--- config.mk ---
export PLATFORM = sky130hd
export DESIGN_NAME = tt_sweep_capture
export DESIGN_NICKNAME = d
export VERILOG_FILES = /design/src/rtl/tt_sweep_capture.sv
export SDC_FILE = /design/constraint.sdc
export NUM_CORES = 1
export LEC_CHECK = 0
export CORE_MARGIN = 8
export CORE_UTILIZATION = 55
export CTS_CLUSTER_DIAMETER = 200
export DETAILED_ROUTE_END_ITERATION = 10
export GPL_ROUTABILITY_DRIVEN = 0
export PLACE_DENSITY = 0.95
export SYNTH_ARGS = -nofsm -noshare
export SYNTH_HDL_FRONTEND = slang
export SYNTH_SLANG_ARGS = --single-unit
--- constraint.sdc ---
create_clock -name clk -period 3.4 [get_ports clk]
set_clock_uncertainty 0.1 [all_clocks]
set_input_delay 0.51 -clock clk [delete_from_list [all_inputs] [get_ports clk]]
set_output_delay 0.51 -clock clk [all_outputs]
set_load 0.02 [all_outputs]
--- src/rtl/tt_sweep_capture.sv ---
// tt_sweep_capture: sweeps all 128 values of x into a 7-input function and captures its 128-bit truth table.
// Optional popcount output `ones` is built when TT_POPCOUNT_EN is defined.
module tt_sweep_capture #(
    parameter int DUT_LAT = 0
) (
    input  logic         clk,
    input  logic         rst_n,
    input  logic         start,
    output logic         busy,
    output logic [6:0]   x,
    input  logic         f_out,
    output logic         tt_valid,
    input  logic         tt_ready,
    output logic [127:0] tt
`ifdef TT_POPCOUNT_EN
    ,
    output logic [7:0]   ones
`endif
);
    typedef enum logic [1:0] {IDLE, SWEEP, DRAIN, HOLD} state_t;

    state_t         state_q, state_d;
    logic [6:0]     idx_q, idx_d;
    logic [127:0]   tt_q, tt_d;
    logic           cap_v;
    logic [6:0]     cap_idx;

    generate
        if (DUT_LAT == 0) begin : g_comb
            assign cap_v   = state_q == SWEEP;
            assign cap_idx = idx_q;
        end else begin : g_pipe
            logic [7:0] tag_q [DUT_LAT];
            logic [7:0] tag_d [DUT_LAT];
            // Tag shift register: {valid, idx} delayed to line up with f_out
            always_comb begin
                tag_d[0] = {state_q == SWEEP, idx_q};
                for (int k = 1; k < DUT_LAT; k++) tag_d[k] = tag_q[k-1];
            end
            // Tag pipeline register, invalid after reset
            always_ff @(posedge clk or negedge rst_n) begin
                if (!rst_n) tag_q <= '{default: '0};
                else        tag_q <= tag_d;
            end
            assign cap_v   = tag_q[DUT_LAT-1][7];
            assign cap_idx = tag_q[DUT_LAT-1][6:0];
        end
    endgenerate

    // Next-state, index advance and truth-table capture
    always_comb begin
        state_d = state_q;
        idx_d   = idx_q;
        tt_d    = tt_q;
        if (cap_v) tt_d[cap_idx] = f_out;
        case (state_q)
            IDLE:    if (start) begin
                         state_d = SWEEP;
                         idx_d   = '0;
                         tt_d    = '0;
                     end
            SWEEP:   if (idx_q == 7'd127) state_d = (DUT_LAT > 0) ? DRAIN : HOLD;
                     else                 idx_d   = idx_q + 7'd1;
            DRAIN:   if (cap_v && cap_idx == 7'd127) state_d = HOLD;
            HOLD:    if (tt_ready) state_d = IDLE;
            default: state_d = IDLE;
        endcase
    end

    // Control and table registers
    always_ff @(posedge clk or negedge rst_n) begin
        if (!rst_n) begin
            state_q <= IDLE;
            idx_q   <= '0;
            tt_q    <= '0;
        end else begin
            state_q <= state_d;
            idx_q   <= idx_d;
            tt_q    <= tt_d;
        end
    end

`ifdef TT_POPCOUNT_EN
    logic [7:0] ones_q, ones_d;
    // Running count of captured ones, cleared when a sweep starts
    always_comb begin
        ones_d = ones_q;
        if (state_q == IDLE && start) ones_d = '0;
        else if (cap_v)               ones_d = ones_q + {7'd0, f_out};
    end
    // Popcount register
    always_ff @(posedge clk or negedge rst_n) begin
        if (!rst_n) ones_q <= '0;
        else        ones_q <= ones_d;
    end
    assign ones = ones_q;
`endif

    assign busy     = state_q == SWEEP || state_q == DRAIN;
    assign x        = busy ? idx_q : 7'd0;
    assign tt_valid = state_q == HOLD;
    assign tt       = tt_q;
endmodule

==> run summary, run 1 <==
outcome: finished clean
dpl hpwl: 14,600 microns
worst path arrival time: 2250 ps
hold crit path type: flop to flop
Nets: 841
vias in the first global route: 6,576
initial drt markers: 1,167
Clk Latency, worst-skew pair: 430 ps
drt wl/cell: 23.2 microns
Worst slew margin: 38.0%
PortBufs: 141
total CTS buffers: 17
Cells after Synth: 722
worst-path maximum fanout: 24
Horiz. Die Dim: 126 microns
fin crit share: 84.2%
crit path time final: 2860 ps
via count: 6,612
antenna violations before repair: 0
number of synthesized flops with an enable pin: 0
Yosys cell types: 49
ANT cells: 0
count leader, synth: dfrtp_1
register area share after synthesis: 51.6%
largest cells by area after synthesis: dfrtp_1 (52%), nand3_1 (10%), a21oi_1 (8.3%)
CP Launch Type: flop
Seq cells post-synth: 137
Synth warnings: 0
final setup fails: 0
Final Hold Vio Count: 0
Initial Util: 55.8%
Slew Limit Fails: 0
CP endpoint kind: primary output
core area: 11,900 sq um
max_cap viols: 0
Global Route Usage Sum: 28.8%
Top delay family on crit path: flip-flops
TritonCTS clock tree: built
fin worst setup slack: 537 ps
leakage power: 3.31 nW
Antenna Nets Post-Route: 0
f_max: 0.349 GHz
post-synth top area share: 51.6%
row count: 40
Setup Buffers After CTS: 0
RSZ-0062 raised after global routing: no
worst path required time: 2790 ps
setup_tns: 0 ps
Layout Cells excl Fill: 991
Post-synth top cells: dfrtp_1 (137), nand3_1 (135), a21oi_1 (110), o21ai_0 (102), nor2_1 (39)
Synth async-reset ratio: 100%
Total Die Area: 15,900 sq um
pre-CTS setup slack: 920 ps
total wire length: 23,000 microns
power per cell area: 447 nW/um^2
clock root buffer: clkbuf_16
area of the mapped netlist: 6650 sq um
Layout area overhead: 30.4%
syn_nets: 732
DR vias/cell: 6.67
Worst Setup Path Type: flop to primary output
Initial DRT Pass Iterations: 8
WP buf/inv: 1
Clock Path Buffers: 2
CP max stage cell: dfrtp_1
grt ovf: 0
fillers: 812
Die Ht: 126 microns
Final Core Density: 72.8%
number of primary I/O pins: 142
Avg Cell Area, Syn: 9.21 sq um
dominant synthesized flop cell: dfrtp_1
drc violations: 0
Worst path max stage delay: 950 ps
clk slew on worst S/H paths: 60 ps
placed cell count: 958
H-tree depth: 4
VDD IR max: 0.000292 V
clock sink total: 137
cell breakdown of the critical path: and2_1 -> clkdlybuf4s50_1
worst reg2reg setup slack: 870 ps
largest net degree at the start of global routing: 78
global-route wire length before repair: 36,100 microns
slew at the pin closest to its max-slew limit: 930 ps
area leader, netlist: dfrtp_1
layout cells sized above 1: 7.94%
post-cts resize count: 0
[where the power goes]
group | switching [mW] | internal, mW
clock network | 0.736 | 1.18
logic | 0.154 | 0.104
registers | 0.0288 | 1.67
total | 0.919 | 2.96
[tightest hold or removal path, cell delays in order, from the launching register on]
cell and delay (ps):
dfrtp_1 380, nand2_1 60, a21oi_1 50
[cells by family (layout without fill, tap and decap cells)]
| family | count (synthesis) | count (layout) | share of synthesized area (%) |
|---|---|---|---|
| compound gates | 222 | 222 | 17.2 |
| fa+ha+maj | 5 | 5 | 0.941 |
| buf+inv | 70 | 192 | 5.06 |
| flops | 137 | 137 | 51.6 |
| mux | 27 | 27 | 4.16 |
| simple gates | 261 | 261 | 21.1 |
[per-layer routing]
layer / wire length, microns / up-vias / GRT usage, %
li1: - / 2794 / -
met1: 7960 / 3105 / 33.9
met2: 10400 / 592 / 43.6
met3: 3450 / 121 / 11.7
met4: 1160 / 0 / 16.9
met5: 0 / - / 0
[sequential cells by signal, summed over array words and instances (netlist names)]
register / flops
tt: 128
cap_idx: 7
state_q: 2
[cell type report]
cell class / instances / area, sq um / share of cell area, %
repair buffers: 158 / 1550 / 17.9
clock inverters: 13 / 168 / 1.93
flip-flops and latches: 137 / 3430 / 39.5
multi-input cells: 515 / 2890 / 33.4
inverters: 2 / 7.51 / 0.0866
well taps: 147 / 184 / 2.12
clock buffers: 19 / 443 / 5.11
[what timing repair did]
action	in CTS	in global routing
hold buffers	1	0
hold endpoints to repair	39	0
endpoints found under the setup margin	0	0
[cell usage in the layout (no fill, tap or decap), types with 2 or more instances in the layout]
master,Yosys,final
nor2_1,39,39
ha_1,5,5
nor3_2,5,5
clkbuf_16,0,17
a21oi_1,110,110
nand4_1,4,4
nor3_1,2,2
o21ai_0,102,102
bufinv_16,0,3
nor2b_1,8,8
and4b_1,2,2
and3b_1,2,2
inv_1,2,2
nand2_1,27,27
and3_1,5,5
clkdlybuf4s50_1,0,139
inv_6,0,3
nand3_1,135,135
buf_4,5,17
nand2b_1,8,8
and2_1,8,7
clkinvlp_4,0,5
mux2i_1,25,25
dfrtp_1,137,137
nor4_1,2,2
nor2_2,2,2
[worst paths after layout]
kind / from / endpoint / depth (start not counted)
min reg2reg: tt[70] / tt[70] / 2
max: cap_idx[5] / x[5] / 2
max reg2reg: cap_idx[5] / state_q[1] / 4
min in group asynchronous: rst_n / tt[82] / 2
max in group asynchronous: rst_n / tt[122] / 3
min: tt[70] / tt[70] / 2
[through the flow]
step / total power, mW / hold slack, ps / instance area [sq um]
6_report: 3.87 / 430 / 8670
5_1_grt: 3.96 / 454 / 8670
4_1_cts: 3.88 / 431 / 8670
3_5_place_dp: 1.99 / 417 / 8050
3_3_place_gp: 1.98 / 402 / 8050
2_1_floorplan: 1.84 / 114 / 6650
No activity file was read; power rests on OpenSTA's default activity.
==> run 2: changes to the inputs <==
Settings changed: CORE_UTILIZATION 55 to 51, PLACE_DENSITY 0.95 to 0.91.
Clock period 3.4 ns to 2.65 ns, I/O delays scaled along.
==> run summary, run 2 (synthesis gave the netlist of run 1 again) <==
worst-path maximum fanout: 9
number of primary I/O pins: 142
Global Route Usage Sum: 28.6%
Initial DRT Pass Iterations: 6
Antenna Nets Post-Route: 0
Initial Util: 52.5%
Worst slew margin: 51.9%
outcome: finished clean
row count: 41
RSZ-0062 raised after global routing: no
initial drt markers: 1,024
cell breakdown of the critical path: inv_1 -> ha_2 -> and2_1 -> clkdlybuf4s50_1
clock root buffer: clkbuf_16
fillers: 913
total CTS buffers: 17
drc violations: 0
layout cells sized above 1: 10.4%
setup_tns: 0 ps
CP max stage cell: clkdlybuf4s50_1
DR vias/cell: 6.53
clk slew on worst S/H paths: 60 ps
commonest non-fill, non-tap cell in the layout: clkdlybuf4s50_1
Worst Setup Path Type: flop to primary output
drt wl/cell: 23.2 microns
PortBufs: 141
power per cell area: 586 nW/um^2
CP endpoint kind: primary output
slew at the pin closest to its max-slew limit: 718 ps
vias in the first global route: 6,712
dpl hpwl: 15,500 microns
ANT cells: 0
final hold slack: 406 ps
hold crit path type: primary input to flop
Clk Latency, worst-skew pair: 430 ps
TritonCTS clock tree: built
VDD IR max: 0.000565 V
most frequent cells in the layout: clkdlybuf4s50_1 (138), dfrtp_1 (137), nand3_1 (135)
Slew Limit Fails: 0
Final Hold Vio Count: 0
Clock Path Buffers: 2
antenna violations before repair: 0
Layout area overhead: 35.0%
largest net degree at the start of global routing: 57
final setup fails: 0
total wire length: 24,100 microns
total power: 5.26 mW
via count: 6,781
fin crit share: 97.0%
Horiz. Die Dim: 130 microns
f_max: 0.389 GHz
Total Die Area: 16,900 sq um
worst path arrival time: 2070 ps
WP buf/inv: 2
Final Core Density: 70.9%
clock sink total: 137
grt ovf: 0
H-tree depth: 4
Worst path max stage delay: 610 ps
worst path required time: 2150 ps
Nets: 863
max FFs per register: 128
max_cap viols: 0
CP Launch Type: flop
crit path time final: 2570 ps
Setup Buffers After CTS: 0
Die Ht: 130 microns
global-route wire length before repair: 36,900 microns
Top delay family on crit path: buffers and inverters
core area: 12,700 sq um
leakage power: 3.47 nW
-- run 2: changes by cell type in the layout (fill, tap and decap cells not counted), sizes merged, moves of 3 or more --
| cell | before | now |
|---|---|---|
| clkinvlp | 5 | 1 |
| buf | 18 | 40 |
| inv | 5 | 2 |
| clkinv | 2 | 5 |
| bufinv | 3 | 6 |
-- run 2: worst paths after layout --
kind	end	cells after the start	start	slack, ps
worst max-delay path	x[6]	4	state_q[0]	80
worst min-delay path	tt[85]	3	f_out	410
worst max register to register	tt[93]	4	cap_idx[3]	290
worst min register to register	tt[3]	2	tt[3]	420
max in group asynchronous	tt[104]	3	rst_n	1280
min in group asynchronous	tt[62]	2	rst_n	440
-- run 2: final cells by class --
type / count / area (sq um) / share of cell area, %
Multi-Input combinational cell: 515 / 2900 / 32.3
Tap cell: 172 / 215 / 2.40
Timing Repair Buffer: 180 / 1750 / 19.5
Clock buffer: 20 / 457 / 5.09
Inverter: 2 / 7.51 / 0.0836
Clock inverter: 12 / 220 / 2.45
Sequential cell: 137 / 3430 / 38.2
-- run 2: through the flow --
stage	cells	setup WS, ps	cell area, sq um
floorplan	722	804	6650
global placement	1005	519	8290
detailed placement	1005	482	8290
CTS	1038	23.7	8970
global route	1038	23.6	8980
finish	1038	78.2	8980
-- run 2: metal layers --
layer	up-vias	share of wire, %	global-route usage, %
li1	2847	-	-
met1	3292	35	34.2
met2	538	47	45.8
met5	-	0	0
met3	104	14	9.91
met4	0	3.7	12.7
-- run 2: timing repair --
item,4_1_cts,5_1_grt
endpoints found under the hold margin,45,0
setup endpoints to repair,0,7
hold buffers,1,0
gates resized for setup,0,2
-- run 2: power breakdown --
part           switching, mW  internal, mW  total [mW]
clock network          0.919          1.81        2.73
registers             0.0382          2.15        2.19
logic                  0.202         0.139       0.342
-- run 2: tightest hold or removal path, cell delays in order --
cell and delay [ps]:
buf_4 290, nand3_1 140, a21oi_1 60
==> run 3: changes to the inputs <==
Settings changed: TNS_END_PERCENT from default to 20.
==> results of run 3 <==
Final layout, timing and power as in run 2 (identical DEF).
==> RTL change 1: new RTL, flow settings as in run 1 <==
`DUT_LAT`: 0 -> 1.
--- a/src/rtl/tt_sweep_capture.sv
+++ b/src/rtl/tt_sweep_capture.sv
@@ -2,5 +2,5 @@
 // Optional popcount output `ones` is built when TT_POPCOUNT_EN is defined.
 module tt_sweep_capture #(
-    parameter int DUT_LAT = 0
+    parameter int DUT_LAT = 1
 ) (
     input  logic         clk,
Check against the original RTL: not equivalent (a bounded check fails within 4 cycles, from zero or initial values and one cycle with rst_n low).
==> RTL change 1 against run 1 <==
Synthesized cell count decreased by 0.69%. Global-route usage decreased by 0.42 points. Wire length shrank 0.91%. Sequential cell count rose by 8. Worst setup slack improved by 170 ps. Final cell count is 0.10% higher. Design area is 0.27% lower. Synthesized area grew 0.19%. Sequential share of layout area is 2.4 points higher.
Power is not compared: it rests on default switching activity, and its combinational part moved more than twofold at a synthesized area within 25%.
==> RTL change 1: results (changes against run 1) <==
status: "completed"  # unchanged
placed_cells: 959  # was 958
yosys-top-cells-count: "dfrtp_1 (145), nand3_1 (140), a21oi_1 (122)"  # was dfrtp_1 (137), nand3_1 (135), a21oi_1 (110)
ys_types: 38  # was 49
drt-total-wl_um: 22760  # was 22,970 µm
vias: 6627  # was 6,612
maxSlewHeadroom_pct: 29.31  # was 38.00%
drive_gt1_share_pct: 7.219  # was 7.938%
synth_nets: 728  # was 732
worstPathArrival_ps: 2080  # was 2250 ps
synth_top_area_share_pct: 54.46  # was 51.55%
drt-initial-drc-count: 1135  # was 1,167
routedWlPerCell_um: 22.94  # was 23.18 µm
crit_fanout: 9  # was 24
grt_pass1_wl_um: 35810  # was 36,060 µm
hold_class: "reg -> reg"  # unchanged
nets: 843  # was 841
io_buffers: 141  # unchanged
pre_cts_ws_ps: 1082  # was 919.9 ps
r2r_start: "g_pipe.tag_q[2]$_DFF_PN0_"  # was cap_idx[5]$_DFFE_PN0P_
synth.area.top_cells: "dfrtp_1 (54%), nand3_1 (11%), a21oi_1 (9.2%)"  # was dfrtp_1 (52%), nand3_1 (10%), a21oi_1 (8.3%)
placed_cell_area_mm2: 0.008092  # was 0.008053 mm²
grt_pass1_vias: 6515  # was 6,576
r2r_slack_ps: 940  # was 870 ps
syn_inst: 717  # was 722
worstHoldEndpoint: "g_pipe.tag_q[5]$_DFF_PN0_"  # was tt[70]$_DFF_PN0_
drtPass1Iterations: 9  # was 8
clock_latency_ps: 420
grt_usage_pct: 28.36  # was 28.78%
r2r-end: "tt[29]$_DFF_PN0_"  # was state_q[1]$_DFFE_PN0P_
grt_max_degree: 88  # was 78
hold_depth: 0  # was 2
hp-start: "idx_q[5]$_DFFE_PN0P_"  # was tt[70]$_DFF_PN0_
hpwl_um: 13910  # was 14,640 µm
[RTL change 1: cell count changes after synthesis, moves of 6 or more]
cell / before / now
a21oi_1: 110 / 122
buf_2: 20 / 7
clkbuf_1: 38 / 32
mux2i_1: 25 / 5
o21ai_1: 0 / 24
dfrtp_1: 137 / 145
nor2_2: 2 / 8
nor2_1: 39 / 13
o21ai_0: 102 / 108
[RTL change 1: worst max-delay path, cell delays in order, from the launching register on]
cell             delay (ps)
dfrtp_1                 380
inv_1                   100
ha_1                    410
and2_1                  160
clkdlybuf4s50_1         610
[RTL change 1: worst max path at each step]
stage,depth (start not counted),slack (ps),startpoint,end
3_3_place_gp,4,1100,start,tt[69]$_DFF_PN0_
3_5_place_dp,4,1080,start,tt[32]$_DFF_PN0_
4_1_cts,4,680,state_q[1]$_DFFE_PN0P_,x[2]
6_report,4,710,state_q[0]$_DFFE_PN0P_,x[3]
5_1_grt,4,560,state_q[0]$_DFFE_PN0P_,x[6]
2_1_floorplan,3,1630,state_q[0]$_DFFE_PN0P_,x[0]
[RTL change 1: routing by layer]
metal	wire, µm	vias up	global-route usage (%)
li1	-	2813	-
met1	8082	3179	33.30
met2	11040	543	45.31
met3	2557	92	8.608
met4	1073	0	16.70
met5	0	-	0
[RTL change 1: cells by family (layout without fill, tap and decap cells)]
group / Yosys count / after routing / synth area share (%)
flops: 145 / 145 / 54.46
compound gates: 263 / 263 / 20.15
simple gates: 239 / 239 / 19.27
mux: 7 / 7 / 1.089
buf+inv: 57 / 185 / 3.906
fa+ha+maj: 6 / 6 / 1.127
[RTL change 1: timing repair]
item | in CTS | in global routing
hold buffers | 1 | 0
hold endpoints to repair | 52 | 0
setup buffers | 0 | 0
[RTL change 1: cell type report]
cell class	count	area (µm²)
clock buffer	20	436.7
clock inverter	12	111.4
fill	833	3262
inverter	4	15.01
multi-input combinational	515	2776
sequential	145	3628
tap	147	183.9
timing repair buffer	149	1498
[RTL change 1: power groups by stage]
| stage | Combinational [mW] | Sequential [mW] | Clock, mW |
|---|---|---|---|
| after floorplan | 0.711 | 2.05 | 0 |
| final | 1.21 | 2.01 | 1.76 |
| after CTS | 1.21 | 2.00 | 1.76 |
| after detailed placement | 1.19 | 2.03 | 0 |
| after global routing | 1.30 | 2.02 | 1.83 |
| after global placement | 1.16 | 2.02 | 0 |
[RTL change 1: per-stage QoR]
stage,power [mW],hold WS (ps)
after detailed placement,3.224,351.3
after floorplan,2.756,114.4
final,4.979,382.9
after CTS,4.963,370.6
after global placement,3.182,338.8
after global routing,5.153,390.2
==> RTL change 2: new RTL, config.mk and constraints of run 1 <==
Without the edit above. `tt_q` no longer has a reset.
--- a/src/rtl/tt_sweep_capture.sv
+++ b/src/rtl/tt_sweep_capture.sv
@@ -73,10 +73,12 @@
             state_q <= IDLE;
             idx_q   <= '0;
-            tt_q    <= '0;
         end else begin
             state_q <= state_d;
             idx_q   <= idx_d;
-            tt_q    <= tt_d;
         end
+    end
+
+    always_ff @(posedge clk) begin
+        tt_q <= tt_d;
     end
 
Behaviour: differs if rst_n is asserted again (counterexample within 4 cycles, from zero or initial values and one cycle with rst_n low); with rst_n held inactive, the same outputs for 10 cycles.
==> RTL change 2 against run 1 <==
Via count shrank 2.2%. Design area shrank 8.3%. Synthesized area decreased by 9.6%. Total power down 4.4%. Combinational power fell by 12%. Sequential cell count stayed put. Count of clock-buffer cells in the layout decreased by 2. Wire length shrank 4.2%. Worst setup slack got worse by 67 ps. Critical path depth unchanged. Die area is 8.4% lower. Largest cell class is now multi-input combinational cells.
==> RTL change 2: results (changes against run 1) <==
grt_pass1_wl_um: 33360  # was 36,060 µm
routedWlPerCell_um: 22.47  # was 23.18 µm
ys_types: 50  # was 49
met1_length_um: 7638  # was 7962 µm
syn_area_per_cell_um2: 8.323  # was 9.211 µm²
grt_usage_pct: 29.12  # was 28.78%
drive_gt1_share_pct: 7.509  # was 7.938%
pre_cts_ws_ps: 986.7  # was 919.9 ps
grtUsageMet2_pct: 46.20  # was 43.57%
fin_crit_ps: 2930  # was 2863 ps
n_antenna_cell: 0  # unchanged
dr_wl_met2_um: 9962  # was 10,400 µm
highest_layer: "met5"  # was met4
r2r-end: "tt[85]$_DFF_P_"  # was state_q[1]$_DFFE_PN0P_
worst_slew_pin_slew_ps: 1238  # was 930.0 ps
worstPathArrival_ps: 2320  # was 2250 ps
clock_latency_ps: 540  # was 430 ps
max_stage_delay_ps: 930  # was 950 ps
drt-initial-drc-count: 1412  # was 1,167
leakage_nw: 3.003  # was 3.305 nW
nets: 836  # was 841
clockBufferDepth: 2  # unchanged
whs_ps: 167.4  # was 429.6 ps
synth.area.top_cells: "dfxtp_1 (43%), nand3_1 (11%), a21oi_1 (9.2%)"  # was dfrtp_1 (52%), nand3_1 (10%), a21oi_1 (8.3%)
grt_pass1_vias: 6151  # was 6,576
dr_wl_met3_um: 3131  # was 3451 µm
final.setup.tns_ps: 0  # unchanged
io_buffers: 141  # unchanged
status: "completed"  # unchanged
via_per_inst: 6.606  # was 6.672
setup_viol: 0  # unchanged
placed_cells: 947  # was 958
r2r_slack_ps: 830  # was 870 ps
fillers: 753  # was 812
combPwrFrac_pct: 6.1  # was 6.7%
async_flop_share_pct: 6.569  # was 100.0%
gr-usage-met1_pct: 33.39  # was 33.92%
yosys-top-cells-count: "nand3_1 (135), dfxtp_1 (128), a21oi_1 (110)"  # was dfrtp_1 (137), nand3_1 (135), a21oi_1 (110)
peakVddDrop_uv: 331.5  # was 291.6 µV
cts-buffers-inserted: 17  # unchanged
ctsResizeCount: 0  # unchanged
r2r_start: "cap_idx[4]$_DFFE_PN0P_"  # was cap_idx[5]$_DFFE_PN0P_
grt_max_degree: 129  # was 78
yosys_warnings: 0  # unchanged
ff2ff_path_depth: 4  # unchanged
clockRootBuffer: "clkbuf_8"  # was clkbuf_16
hold_class: "in -> async"  # was reg -> reg
hpwl_um: 13560  # was 14,640 µm
synthFlopType: "dfxtp_1"  # was dfrtp_1
met3_usage_pct: 11.66  # was 11.73%
vias: 6467  # was 6,612
power_switching_share_pct: 25.71  # was 23.72%
ys_seq_area_share_pct: 46.39  # was 51.55%
RTL change 2: cell types whose count changed after synthesis:
cell            run 1  this run
dfxtp_1             0       128
dfrtp_1           137         9
RTL change 2: per-stage QoR:
step	utilization [%]	power [mW]	area, µm²
2_1_floorplan	-	1.819	6010
3_3_place_gp	68.64	1.926	7376
3_5_place_dp	68.64	1.933	7376
4_1_cts	74.00	3.689	7951
5_1_grt	74.00	3.794	7951
6_report	74.00	3.704	7951
RTL change 2: final cells by class:
cell class | count | share of cell area (%)
Clock inverter | 15 | 2.030
Timing Repair Buffer | 153 | 19.01
Clock buffer | 17 | 5.208
Inverter | 2 | 0.09441
Tap cell | 140 | 2.203
Multi-Input combinational cell | 515 | 36.40
Sequential cell | 137 | 35.06
RTL change 2: kinds of logic after synthesis:
kind of cell    after synthesis  share of synthesized area (%)
simple gates                261                          23.38
compound gates              222                          18.99
flops                       137                          46.39
buf+inv                      70                          5.601
mux                          27                          4.601
fa+ha+maj                     5                          1.041
